**config.mk**
```make
export PLATFORM = sky130hd
export DESIGN_NAME = uart_tx_frame
export DESIGN_NICKNAME = d
export VERILOG_FILES = /design/src/rtl/uart_tx_frame.sv
export SDC_FILE = /design/constraint.sdc
export NUM_CORES = 1
export LEC_CHECK = 0
export BUFFER_PORTS_ARGS = -buffer_cell sky130_fd_sc_hd__buf_2
export CAP_MARGIN = 20
export CORE_ASPECT_RATIO = 1.25
export CORE_MARGIN = 2
export CORE_UTILIZATION = 50
export CTS_CLUSTER_SIZE = 16
export DETAILED_ROUTE_END_ITERATION = 8
export GPL_TIMING_DRIVEN = 0
export PLACE_DENSITY = 0.7
export SYNTH_ARGS = -nofsm -noshare
export SYNTH_HDL_FRONTEND = slang
export SYNTH_SLANG_ARGS = --single-unit
```
**constraint.sdc**
```tcl
create_clock -name clk -period 2.2 [get_ports clk]
set_input_delay 0.22 -clock clk [delete_from_list [all_inputs] [get_ports clk]]
set_output_delay 0.22 -clock clk [all_outputs]
set_load 0.01 [all_outputs]
```
**src/rtl/uart_tx_frame.sv**
```systemverilog
// UART transmitter: start + DATA_WIDTH bits LSB first + optional parity + STOP_BITS stop bits.
// Latency: accept edge -> start bit on the line next cycle; tx_done pulses F+1 cycles after accept.
// Backpressure: tx_ready only in IDLE; UART_TX_BREAK_EN adds a tx_break line-hold state.
module uart_tx_frame #(
    parameter int DATA_WIDTH = 8,
    parameter int CLK_DIV    = 868,
    parameter int STOP_BITS  = 1
) (
    input  logic                  clk,
    input  logic                  reset_n,
    input  logic [DATA_WIDTH-1:0] tx_data,
    input  logic                  tx_valid,
    output logic                  tx_ready,
    input  logic                  parity_en,
    input  logic                  parity_odd,
`ifdef UART_TX_BREAK_EN
    input  logic                  tx_break,
`endif
    output logic                  tx_out,
    output logic                  tx_busy,
    output logic                  tx_done
);

    localparam int BW   = (CLK_DIV > 1) ? $clog2(CLK_DIV) : 1;
    localparam int BITW = $clog2(DATA_WIDTH);
    localparam logic [BW-1:0]   BAUD_MAX  = BW'(CLK_DIV - 1);
    localparam logic [BITW-1:0] BIT_LAST  = BITW'(DATA_WIDTH - 1);
    localparam logic [BITW-1:0] STOP_LAST = BITW'(STOP_BITS - 1);

    typedef enum logic [2:0] {
        S_IDLE,
        S_START,
        S_DATA,
        S_PARITY,
        S_STOP,
        S_BREAK,
        S_MARK
    } state_t;

    state_t                r_state;
    logic [BW-1:0]         r_baud;
    logic [BITW-1:0]       r_bit;
    logic [DATA_WIDTH-1:0] r_shift;
    logic                  r_par_en;
    logic                  r_par_bit;
    logic                  r_tx_out;
    logic                  r_busy;
    logic                  r_done;

    state_t                w_state_nxt;
    logic [BW-1:0]         w_baud_nxt;
    logic [BW-1:0]         w_baud_inc;
    logic [BITW-1:0]       w_bit_nxt;
    logic [DATA_WIDTH-1:0] w_shift_nxt;
    logic                  w_par_en_nxt;
    logic                  w_par_bit_nxt;
    logic                  w_baud_end;
    logic                  w_tx_out_nxt;

    assign w_baud_end = (r_baud == BAUD_MAX);
    assign w_baud_inc = w_baud_end ? '0 : r_baud + 1'b1;

    always_comb begin
        w_state_nxt   = r_state;
        w_baud_nxt    = r_baud;
        w_bit_nxt     = r_bit;
        w_shift_nxt   = r_shift;
        w_par_en_nxt  = r_par_en;
        w_par_bit_nxt = r_par_bit;
        case (r_state)
            S_IDLE: begin
`ifdef UART_TX_BREAK_EN
                if (tx_break) begin
                    w_state_nxt = S_BREAK;
                    w_baud_nxt  = '0;
                end else
`endif
                if (tx_valid) begin
                    // Parity is folded into one bit at accept so later input changes cannot leak in
                    w_state_nxt   = S_START;
                    w_baud_nxt    = '0;
                    w_bit_nxt     = '0;
                    w_shift_nxt   = tx_data;
                    w_par_en_nxt  = parity_en;
                    w_par_bit_nxt = (^tx_data) ^ parity_odd;
                end
            end
            S_START: begin
                w_baud_nxt = w_baud_inc;
                if (w_baud_end) begin
                    w_state_nxt = S_DATA;
                end
            end
            S_DATA: begin
                w_baud_nxt = w_baud_inc;
                if (w_baud_end) begin
                    w_shift_nxt = {1'b0, r_shift[DATA_WIDTH-1:1]};
                    if (r_bit == BIT_LAST) begin
                        w_bit_nxt   = '0;
                        w_state_nxt = r_par_en ? S_PARITY : S_STOP;
                    end else begin
                        w_bit_nxt = r_bit + 1'b1;
                    end
                end
            end
            S_PARITY: begin
                w_baud_nxt = w_baud_inc;
                if (w_baud_end) begin
                    w_state_nxt = S_STOP;
                end
            end
            S_STOP: begin
                w_baud_nxt = w_baud_inc;
                if (w_baud_end) begin
                    if (r_bit == STOP_LAST) begin
                        w_bit_nxt   = '0;
                        w_state_nxt = S_IDLE;
                    end else begin
                        w_bit_nxt = r_bit + 1'b1;
                    end
                end
            end
`ifdef UART_TX_BREAK_EN
            S_BREAK: begin
                if (!tx_break) begin
                    w_state_nxt = S_MARK;
                    w_baud_nxt  = '0;
                end
            end
            S_MARK: begin
                w_baud_nxt = w_baud_inc;
                if (w_baud_end) begin
                    w_state_nxt = S_IDLE;
                end
            end
`endif
            default: begin
                w_state_nxt = S_IDLE;
                w_baud_nxt  = '0;
                w_bit_nxt   = '0;
            end
        endcase
    end

    // Line level is derived from the next state so the output register lines up with it
    always_comb begin
        w_tx_out_nxt = 1'b1;
        case (w_state_nxt)
            S_START:  w_tx_out_nxt = 1'b0;
            S_DATA:   w_tx_out_nxt = w_shift_nxt[0];
            S_PARITY: w_tx_out_nxt = w_par_bit_nxt;
`ifdef UART_TX_BREAK_EN
            S_BREAK:  w_tx_out_nxt = 1'b0;
`endif
            default:  w_tx_out_nxt = 1'b1;
        endcase
    end

    always_ff @(posedge clk or negedge reset_n) begin
        if (!reset_n) begin
            r_state   <= S_IDLE;
            r_baud    <= '0;
            r_bit     <= '0;
            r_shift   <= '0;
            r_par_en  <= 1'b0;
            r_par_bit <= 1'b0;
            r_tx_out  <= 1'b1;
            r_busy    <= 1'b0;
            r_done    <= 1'b0;
        end else begin
            r_state   <= w_state_nxt;
            r_baud    <= w_baud_nxt;
            r_bit     <= w_bit_nxt;
            r_shift   <= w_shift_nxt;
            r_par_en  <= w_par_en_nxt;
            r_par_bit <= w_par_bit_nxt;
            r_tx_out  <= w_tx_out_nxt;
            r_busy    <= (w_state_nxt != S_IDLE);
            r_done    <= (r_state == S_STOP) && (w_state_nxt == S_IDLE);
        end
    end

    assign tx_ready = (r_state == S_IDLE);
    assign tx_out   = r_tx_out;
    assign tx_busy  = r_busy;
    assign tx_done  = r_done;

endmodule

```
==> flow_metrics.py <==
metrics = {
    "sta": {
        "fin_crit_sh_pct": 92.26,
        "fin_setup_tns_ps": 0,
        "final-setup-viol-count": 0,
        "max_freq_ghz": 0.4927,
        "timing.clock.skew_ps": 10.56,
        "tightest_slew_ps": 787.7,
        "maxSlewViolCount": 0,
        "rsz0062_at_grt": "false",
        "layout_min_cycle_time_ps": 2030,
        "max_slew_margin_pct": 47.00,
        "layout_setup_ws_ps": 170.2,
        "hold_viol": 0,
    },
    "synthesis": {
        "synthCells": 164,
        "synth_top_cell_area_share_pct": 44.23,
        "syn_avg_cell_area_um2": 9.659,
        "synth_fp_nets": 181,
        "ys_warn_count": 0,
        "synth_area_leaders": "dfrtp_1, nand2_1, xnor2_1, a22oi_1, xor2_1",
        "synth.cell_area_um2": 1584,
        "ys_types": 46,
        "synth_largest_area_cell": "dfrtp_1",
        "synth-seq-cells": 29,
        "ys_seq_area_share_pct": 45.89,
    },
    "global_route": {
        "grt_pass1_vias": 1324,
        "grtUsageTotal_pct": 21.83,
        "overflow": 0,
        "antenna_found_initial": 0,
        "grt_pass1_wl_um": 5664,
        "grt_start_max_net_pins": 30,
    },
    "critical_path": {
        "end_kind": "flop",
        "cp.arrival_ps": 2290,
        "path_buf_inv": 0,
        "cp-start-kind": "flop",
        "crit_chain": "ha_1 -> nor3b_2 -> nand3_2 -> o211a_1 -> or3_1 -> o211a_1",
        "crit_slowest_cell": "dfrtp_1",
        "crit_family": "simple AND/OR/NAND/NOR gates",
        "worstPathMaxFanout": 9,
        "crit_type": "reg2reg",
        "crit_path_frequent_cell": "o211a_1",
        "critPathMaxStageDelay_ps": 440,
        "critPathRequiredTime_ps": 2460,
    },
    "routing": {
        "via_per_inst": 5.687,
        "final_antenna_net_count": 0,
        "drtIter0Drc": 38,
        "wirelength_um": 3251,
        "drc": 0,
        "num_vias": 1291,
        "wl_per_cell_um": 14.32,
        "dr.pass1.iters": 4,
    },
    "clock_network": {
        "numCtsBuffers": 5,
        "cts_max_level": 2,
        "clk_latency_ps": 330,
        "cts_root_buffer": "clkbuf_4",
        "clockBufferDepth": 2,
        "cts_tree": "done",
        "cts.sinks": 29,
        "clk_pin_slew_ps": 100,
    },
    "run_status": {
        "outcome": "finished, final reports clean",
    },
    "finish": {
        "post-route-util_pct": 60.52,
        "nNetsFinal": 207,
        "fillers": 275,
        "drive_gt1_share_pct": 19.37,
        "final_common_cell": "dfrtp_1",
        "multi_input_area_um2": 824.5,
        "antennaDiodeCount": 0,
        "seqCellArea_um2": 726.9,
        "area_growth_pct": 13.59,
        "final_cell_mix": "dfrtp_1, nand2_1, buf_2, nor2_1, o21ai_0",
    },
    "job": {
        "cap_violations": 0,
    },
    "place": {
        "pre_cts_ws_ps": -43.95,
        "port_buffers": 16,
        "dp_hpwl_um": 2380,
        "gp_congestion": 0.7849,
    },
    "floorplanning": {
        "initial_core_util_pct": 53.28,
        "fp.dieW_um": 54.35,
        "ios": 17,
        "die-area_um2": 3637,
        "die_h_um": 66.93,
        "rows": 22,
        "coreArea_um2": 2973,
    },
    "worst_hold_path": {
        "hp-class": "in2reg",
    },
    "pwr": {
        "power.leakage_nw": 0.8238,
        "peakVddDrop_mv": 0.3893,
        "power_per_cell_area_nw_per_um2": 502.3,
    },
}
-- cell type report --
| type | count | share of cell area (%) |
|---|---|---|
| clock buffer | 6 | 2.295 |
| inverter | 6 | 1.252 |
| buffer | 4 | 1.321 |
| clock inverter | 2 | 0.5563 |
| multi-input combinational | 125 | 45.83 |
| timing repair buffer | 19 | 5.841 |
| sequential | 29 | 40.40 |
| tap | 36 | 2.503 |
-- synth_stat cells (all sizes together) --
cell type / number
nor2: 9
inv: 6
and2: 2
o32a: 1
or3b: 3
a32o: 1
and3: 1
clkbuf: 2
nor3: 3
xor2: 6
or2b: 1
o21ba: 1
and4bb: 1
nand4: 5
nor2b: 1
o211a: 2
nand3: 4
or3: 3
o31ai: 1
a31oi: 1
a2bb2oi: 1
mux2i: 2
nor3b: 2
nand3b: 1
dfrtp: 28
a22oi: 7
nand4bb: 1
o21ai: 10
ha: 4
a21oi: 6
a32oi: 1
dfstp: 1
buf: 2
nand2b: 2
xnor2: 8
nor4: 2
nand2: 27
or2: 2
and4: 1
or4: 2
-- final timing paths --
| path | from | to | slack, ps | cells past startpoint |
|---|---|---|---|---|
| max | r_baud[0] | tx_out | 170 | 6 |
| min | parity_en | r_par_en | 110 | 3 |
| max reg2reg | r_baud[0] | tx_out | 170 | 6 |
| min in group asynchronous | reset_n | r_baud[0] | 450 | 2 |
| min reg2reg | r_shift[2] | r_shift[2] | 490 | 2 |
| max in group asynchronous | reset_n | r_baud[7] | 1320 | 2 |
-- routing by layer --
| layer | GRT usage, % | vias to the layer above | share of wire (%) | wire length, um |
|---|---|---|---|---|
| met2 | 37.35 | 22 | 52 | 1681 |
| met5 | 0 | - | 0 | 0 |
| li1 | - | 636 | - | - |
| met4 | 13.13 | 0 | 2.0 | 65 |
| met3 | 4.709 | 11 | 3.7 | 121 |
| met1 | 23.68 | 622 | 43 | 1382 |
-- power breakdown --
| part | internal [W] | total, W | switching, W |
|---|---|---|---|
| Clock | 0.000121 | 0.000303 | 0.000182 |
| Combinational | 0.0000295 | 0.0000627 | 0.0000332 |
| Sequential | 0.000535 | 0.000538 | 0.00000226 |
| Total | 0.000686 | 0.000904 | 0.000217 |
-- kinds of logic after synthesis --
family | synth area share [%]
buffers and inverters | 2.922
DFF | 45.89
adders and majority gates | 3.160
AOI/OAI and AO/OA | 13.51
and+or+nand+nor | 25.51
muxes | 1.264
xor gates and xnor gates | 7.741
-- what timing repair did --
item / 4_1_cts / 5_1_grt
hold buffers: 1 / 0
endpoints found under the hold margin: 28 / 0
resized for setup: 1 / 2
pin swaps: 0 / 1
buffers inserted: 0 / 2
gates cloned: 0 / 0
setup endpoints to repair: 1 / 12
-- stage by stage --
step           area (um2)  hold WS, ps  total power [W]  std cells
2_1_floorplan        1584       -75.59        0.0005804        164
3_3_place_gp         1709        275.2        0.0006083        216
3_5_place_dp         1709        288.4        0.0006107        216
4_1_cts              1774        102.4        0.0009172        225
5_1_grt              1799        145.7        0.0009483        227
6_report             1799        110.1        0.0009038        227
-- worst reg2reg max path: cells and delay by family, from the launching register on --
| family | cells | cell delay [ps] |
|---|---|---|
| fa+ha+maj | 1 | 270 |
| compound gates | 2 | 470 |
| flops | 1 | 440 |
| simple gates | 3 | 780 |
-- state kept, by name, summed over array words and instances (netlist names) --
| register | cells |
|---|---|
| r_baud | 10 |
| r_bit | 3 |
| tx_out | 1 |
| tx_done | 1 |
| r_par_bit | 1 |
| tx_busy | 1 |
| r_shift | 8 |
| r_par_en | 1 |
| r_state | 3 |
(Power assumes the default switching activity.)
